--- config.mk ---
export PLATFORM = sky130hd
export DESIGN_NAME = led_pwm_monitor
export DESIGN_NICKNAME = d
export VERILOG_FILES = /design/src/rtl/led_pwm_monitor.sv
export SDC_FILE = /design/constraint.sdc
export NUM_CORES = 1
export LEC_CHECK = 0
export ABC_AREA = 1
export CORE_ASPECT_RATIO = 1.2
export CORE_UTILIZATION = 45
export DETAILED_ROUTE_END_ITERATION = 6
export DONT_BUFFER_PORTS = 1
export PLACE_DENSITY = 0.61
export SLEW_MARGIN = 10
export SYNTH_ARGS = -nofsm -noshare
export SYNTH_HDL_FRONTEND = slang
export SYNTH_SLANG_ARGS = --single-unit
export TNS_END_PERCENT = 50
--- constraint.sdc ---
create_clock -name clk -period 13.65 [get_ports clk]
set_input_delay 2.73 -clock clk [delete_from_list [all_inputs] [get_ports clk]]
set_output_delay 2.73 -clock clk [all_outputs]
set_load 0.005 [all_outputs]
--- src/rtl/led_pwm_monitor.sv ---
// led_pwm_monitor: measures the duty (high clocks per window) of each PWM LED
// line and reports the brightest channel ("flow head") for self-test and debug.
module led_pwm_monitor #(
  parameter int NUM_CH      = 8,
  parameter int PWM_PERIOD  = 901,
  parameter int DUTY_W      = 10,
  parameter int SYNC_STAGES = 2
) (
  input  logic                     clk,
  input  logic                     rst,
  input  logic                     en,
  input  logic [NUM_CH-1:0]        pwm_in,
  output logic [NUM_CH*DUTY_W-1:0] duty_flat,
  output logic                     duty_valid,
  output logic [((NUM_CH > 1) ? $clog2(NUM_CH) : 1)-1:0] head_idx,
  output logic                     head_valid,
  output logic                     head_change,
  output logic                     all_dark
);

  localparam int IDX_W = (NUM_CH > 1) ? $clog2(NUM_CH) : 1;
  localparam int CNT_W = (PWM_PERIOD > 1) ? $clog2(PWM_PERIOD) : 1;
  localparam logic [CNT_W-1:0] WIN_LAST = CNT_W'(PWM_PERIOD - 1);

  // First window after start-up or re-enable is thrown away because it is partial.
  localparam logic [0:0] ST_WARMUP = 1'b0;
  localparam logic [0:0] ST_RUN    = 1'b1;

  logic [NUM_CH-1:0] sync_q [SYNC_STAGES];
  logic [NUM_CH-1:0] s;
  logic [0:0]        state;
  logic [CNT_W-1:0]  win_cnt;
  logic [DUTY_W-1:0] hi_cnt [NUM_CH];
  logic [DUTY_W-1:0] duty   [NUM_CH];
  logic              prior_valid;
  logic [IDX_W-1:0]  best_idx;
  logic [DUTY_W-1:0] best_val;
  logic              dark_now;

  // Synchronizer chain for the possibly asynchronous PWM lines.
  always_ff @(posedge clk or posedge rst) begin
    if (rst) begin
      for (int k = 0; k < SYNC_STAGES; k++) sync_q[k] <= '0;
    end else begin
      sync_q[0] <= pwm_in;
      for (int k = 1; k < SYNC_STAGES; k++) sync_q[k] <= sync_q[k-1];
    end
  end

  assign s = sync_q[SYNC_STAGES-1];

  // Window counter, per-channel high counters, warm-up FSM and duty latch.
  always_ff @(posedge clk or posedge rst) begin
    if (rst) begin
      state      <= ST_WARMUP;
      win_cnt    <= '0;
      duty_valid <= 1'b0;
      for (int i = 0; i < NUM_CH; i++) begin
        hi_cnt[i] <= '0;
        duty[i]   <= '0;
      end
    end else if (!en) begin
      state      <= ST_WARMUP;
      win_cnt    <= '0;
      duty_valid <= 1'b0;
      for (int i = 0; i < NUM_CH; i++) hi_cnt[i] <= '0;
    end else if (win_cnt == WIN_LAST) begin
      win_cnt <= '0;
      state   <= ST_RUN;
      for (int i = 0; i < NUM_CH; i++) hi_cnt[i] <= '0;
      if (state == ST_RUN) begin
        duty_valid <= 1'b1;
        for (int i = 0; i < NUM_CH; i++) duty[i] <= hi_cnt[i] + DUTY_W'(s[i]);
      end else begin
        duty_valid <= 1'b0;
      end
    end else begin
      win_cnt    <= win_cnt + 1'b1;
      duty_valid <= 1'b0;
      for (int i = 0; i < NUM_CH; i++) hi_cnt[i] <= hi_cnt[i] + DUTY_W'(s[i]);
    end
  end

  // Flatten the latched duties onto the output bus.
  always_comb begin
    duty_flat = '0;
    for (int i = 0; i < NUM_CH; i++) duty_flat[i*DUTY_W +: DUTY_W] = duty[i];
  end

  // Argmax over latched duties; strict compare keeps the lowest index on ties.
  always_comb begin
    best_idx = '0;
    best_val = duty[0];
    dark_now = 1'b1;
    for (int i = 0; i < NUM_CH; i++) begin
      if (duty[i] != '0) dark_now = 1'b0;
      if (duty[i] > best_val) begin
        best_val = duty[i];
        best_idx = IDX_W'(i);
      end
    end
  end

  // Head register follows duty_valid by one clock; change only against a prior head.
  always_ff @(posedge clk or posedge rst) begin
    if (rst) begin
      head_idx    <= '0;
      head_valid  <= 1'b0;
      head_change <= 1'b0;
      all_dark    <= 1'b0;
      prior_valid <= 1'b0;
    end else if (!en) begin
      head_valid  <= 1'b0;
      head_change <= 1'b0;
      prior_valid <= 1'b0;
    end else if (duty_valid) begin
      head_idx    <= best_idx;
      head_valid  <= 1'b1;
      head_change <= prior_valid && (best_idx != head_idx);
      all_dark    <= dark_now;
      prior_valid <= 1'b1;
    end else begin
      head_valid  <= 1'b0;
      head_change <= 1'b0;
    end
  end

endmodule
==> flow_summary.yaml <==
sta:
  tns_ns: 0
  slew_headroom: 0.3334
  setup_violations: 0
  period_minus_slack_ns: 11.11
  finClkSkew_ns: 0.009519
  slew_violations: 0
  tightest_slew_ns: 0.9999
  rsz0062_at_grt: "no"
  period_share: 0.8142
  finalHoldViolations: 0
  fmaxAchievable_mhz: 89.98
worst_setup_path:
  critPathMaxStageDelay_ns: 0.50
  start_kind: "flip-flop"
  crit_start: "duty_flat[9]"
  r2r_end: "head_change"
  cp_max_fo: 24
  setup.worst_path.end: "head_change"
  cp_top_family: "simple AND/OR/NAND/NOR gates"
  cpMostUsedCell: "nor2_1"
  critPathKind: "flip-flop to flip-flop"
  cp_num_buf_inv: 6
  arrival_ns: 11.43
  r2r_start: "duty_flat[9]"
  crit_cells: 74
  worstPathRequired_ns: 13.97
  worst_path_max_delay_cell: "o21ai_0"
  r2r_cells: 74
  crit_path_end_kind: "flip-flop"
  ff2ff_setup_slack_ns: 2.54
logic_synthesis:
  syn_area_mm2: 0.01028
  synth_area_leaders: "dfrtp_1 47%, ha_1 10%, nand2_1 8.4%"
  syn_avg_cell_area_um2: 8.889
  ys_seq_area_frac: 0.4749
  synth_top_area_frac: 0.4749
  synth_top_area_cell: "dfrtp_1"
  yosysWarningCount: 0
  ys_ff_latch: 195
  synth_edf_count: 0
  synthFlopType: "dfrtp_1"
  async_reset_ff_frac: 1.000
  yosysUniqueCellTypes: 38
  synth_cells: 1156
  synth_nets: 1251
cells_and_area:
  regArea_mm2: 0.004880
  layout-drive-gt1-share: 0.06834
  nets: 1238
  antenna_cells: 0
  fin_cells: 1435
  nFillCells: 2137
  final_common_cell: "nand2_1"
  layout_common_cells: "230 x nand2_1, 195 x dfrtp_1, 131 x o21ai_0"
  area_growth_pct: 7.987
  multiInputGateArea_mm2: 0.004882
global_route:
  grt_max_degree: 118
  busiest_layer: "met2"
  grtUsageTotal: 0.2206
  met1_usage: 0.2716
  met2_usage: 0.3822
  grt_first_pass_wirelength_um: 40270
  antenna_found_initial: 0
  grt_pass1_vias: 7610
  met3_usage: 0.05347
  grt-ovfl-total: 0
placed_design:
  dp.cells: 1403
  dp_hpwl_um: 17630
  gp_congestion: 0.9095
  io_buffer_count: 0
cts:
  cts_buffers: 17
  clkTransAtPathRegs_ns: 0.07
  cts_sinks: 195
  cts_tree: "built"
  post_cts_resized: 0
  root_buffer: "clkbuf_16"
  htreeDepth: 4
  clk_latency_ns: 0.43
  cts_hold_buf: 0
  cts_max_path_buffers: 2
  cts_setup_buffers: 0
run:
  maxCapViolCount: 0
routing:
  dr.pass1.iters: 5
  viasPerCell: 5.302
  wire_per_inst_um: 16.83
  drc: 0
  wl_um: 24150
  dr_total_vias: 7608
  drt_iter0_drc: 385
  ant_nets: 0
worst_hold_path:
  hold_path.class: "flip-flop to flip-flop"
floorplanning:
  start_util: 0.4578
  core-area_mm2: 0.02245
  die_area_mm2: 0.02345
  num_rows: 60
  ios: 98
  die_h_um: 167.5
  die_width_um: 140.0
power_and_ir_drop:
  p_leak_nw: 5.508
  p_clk_frac: 0.440
  power.internal_mw: 0.8486
  vdd_ir_drop_max_v: 0.00007764
  p_comb_frac: 0.031
  totalPowerFinal_mw: 1.113
  p_sw_frac: 0.2373
  pwr-share-seq: 0.529
  power_density_mw_per_mm2: 100.3
  switchingPower_mw: 0.2641
outcome:
  status: "complete, no violations"
-- worst min-delay path by stage --
stage,startpoint,end,slack (ns),cells past startpoint
6_report,sync_q[8],s[0],0.35,0
5_1_grt,sync_q[8],s[0],0.36,0
4_1_cts,sync_q[15],s[7],0.35,0
3_5_place_dp,sync_q[10],s[2],0.33,0
3_3_place_gp,sync_q[10],s[2],0.33,0
2_1_floorplan,sync_q[8],s[0],0.33,0
-- power groups by stage --
| stage | registers [mW] | logic (mW) | clock network (mW) |
|---|---|---|---|
| floorplan | 0.599 | 0.0272 | 0 |
| global placement | 0.600 | 0.0363 | 0 |
| detailed placement | 0.600 | 0.0367 | 0 |
| CTS | 0.589 | 0.0367 | 0.504 |
| global route | 0.589 | 0.0422 | 0.528 |
| finish | 0.589 | 0.0350 | 0.489 |
-- Yosys cell counts (2+ instances only) --
master and count:
nand3_1 38, o21ai_2 9, nand4_1 22, buf_6 2, buf_4 4, nor2_2 2, a21oi_1 23, o21ai_0 131
xnor2_1 10, ha_1 84, a221oi_1 2, nor3_1 11, o21ai_1 9, a21o_1 4, o21bai_1 5, nand2_4 3
nor2_4 2, xor2_1 56, nand2_2 13, nor2_1 121, nand3_2 4, dfrtp_1 195, clkbuf_1 29, nand3b_1 15
nand4_2 2, nand2_1 231, o41ai_1 3, nor4_1 20, buf_1 2, a21oi_2 2, inv_1 95
-- registers in the layout, indices dropped and copies added, names as in the netlist, 3 cells and up --
register,cells
sync_q,8
win_cnt,10
duty_flat,80
s,8
hi_cnt,80
head_idx,3
-- metal layers --
metal  part of all wire  vias to the layer above
li1                   -                     3825
met4              0.015                        0
met2               0.50                      142
met1               0.43                     3617
met3              0.051                       24
met5                  0                        -
-- worst register-to-register path: cells and delay by family, from the launching register on --
kind / cells / cell delay [ns]
AO/OA/AOI/OAI: 20 / 3.36
buffers and inverters: 6 / 0.58
AND/OR/NAND/NOR: 41 / 4.43
adder cells (fa/ha/maj): 7 / 2.21
flip-flops: 1 / 0.43
-- logic make-up (layout without fill, tap and decap cells) --
logic type | Yosys count | after routing | share of synthesized area
adder cells (fa/ha/maj) | 84 | 84 | 0.1023
buffers and inverters | 133 | 133 | 0.05150
AO/OA/AOI/OAI | 190 | 190 | 0.1012
AND/OR/NAND/NOR | 488 | 488 | 0.2139
flip-flops | 195 | 195 | 0.4749
XOR/XNOR | 66 | 66 | 0.05625
-- final cells by class --
class | count | area share
clock buffer | 20 | 0.04206
sequential | 195 | 0.4397
timing repair buffer | 5 | 0.003383
tap | 279 | 0.03146
inverter | 96 | 0.03315
clock inverter | 12 | 0.01026
multi-input combinational | 828 | 0.4400
-- per-stage QoR --
stage | hold WS [ns] | util | instance area, µm² | setup slack, ns
after floorplan | 0.3312 | - | 10280 | 3.862
after CTS | 0.3513 | 0.4944 | 11100 | 2.530
final | 0.3500 | 0.4944 | 11100 | 2.536
after global placement | 0.3340 | 0.4685 | 10520 | 2.907
after detailed placement | 0.3347 | 0.4685 | 10520 | 2.598
after global routing | 0.3589 | 0.4944 | 11100 | 1.096
Note: power is estimated with default switching activity, not from simulation.
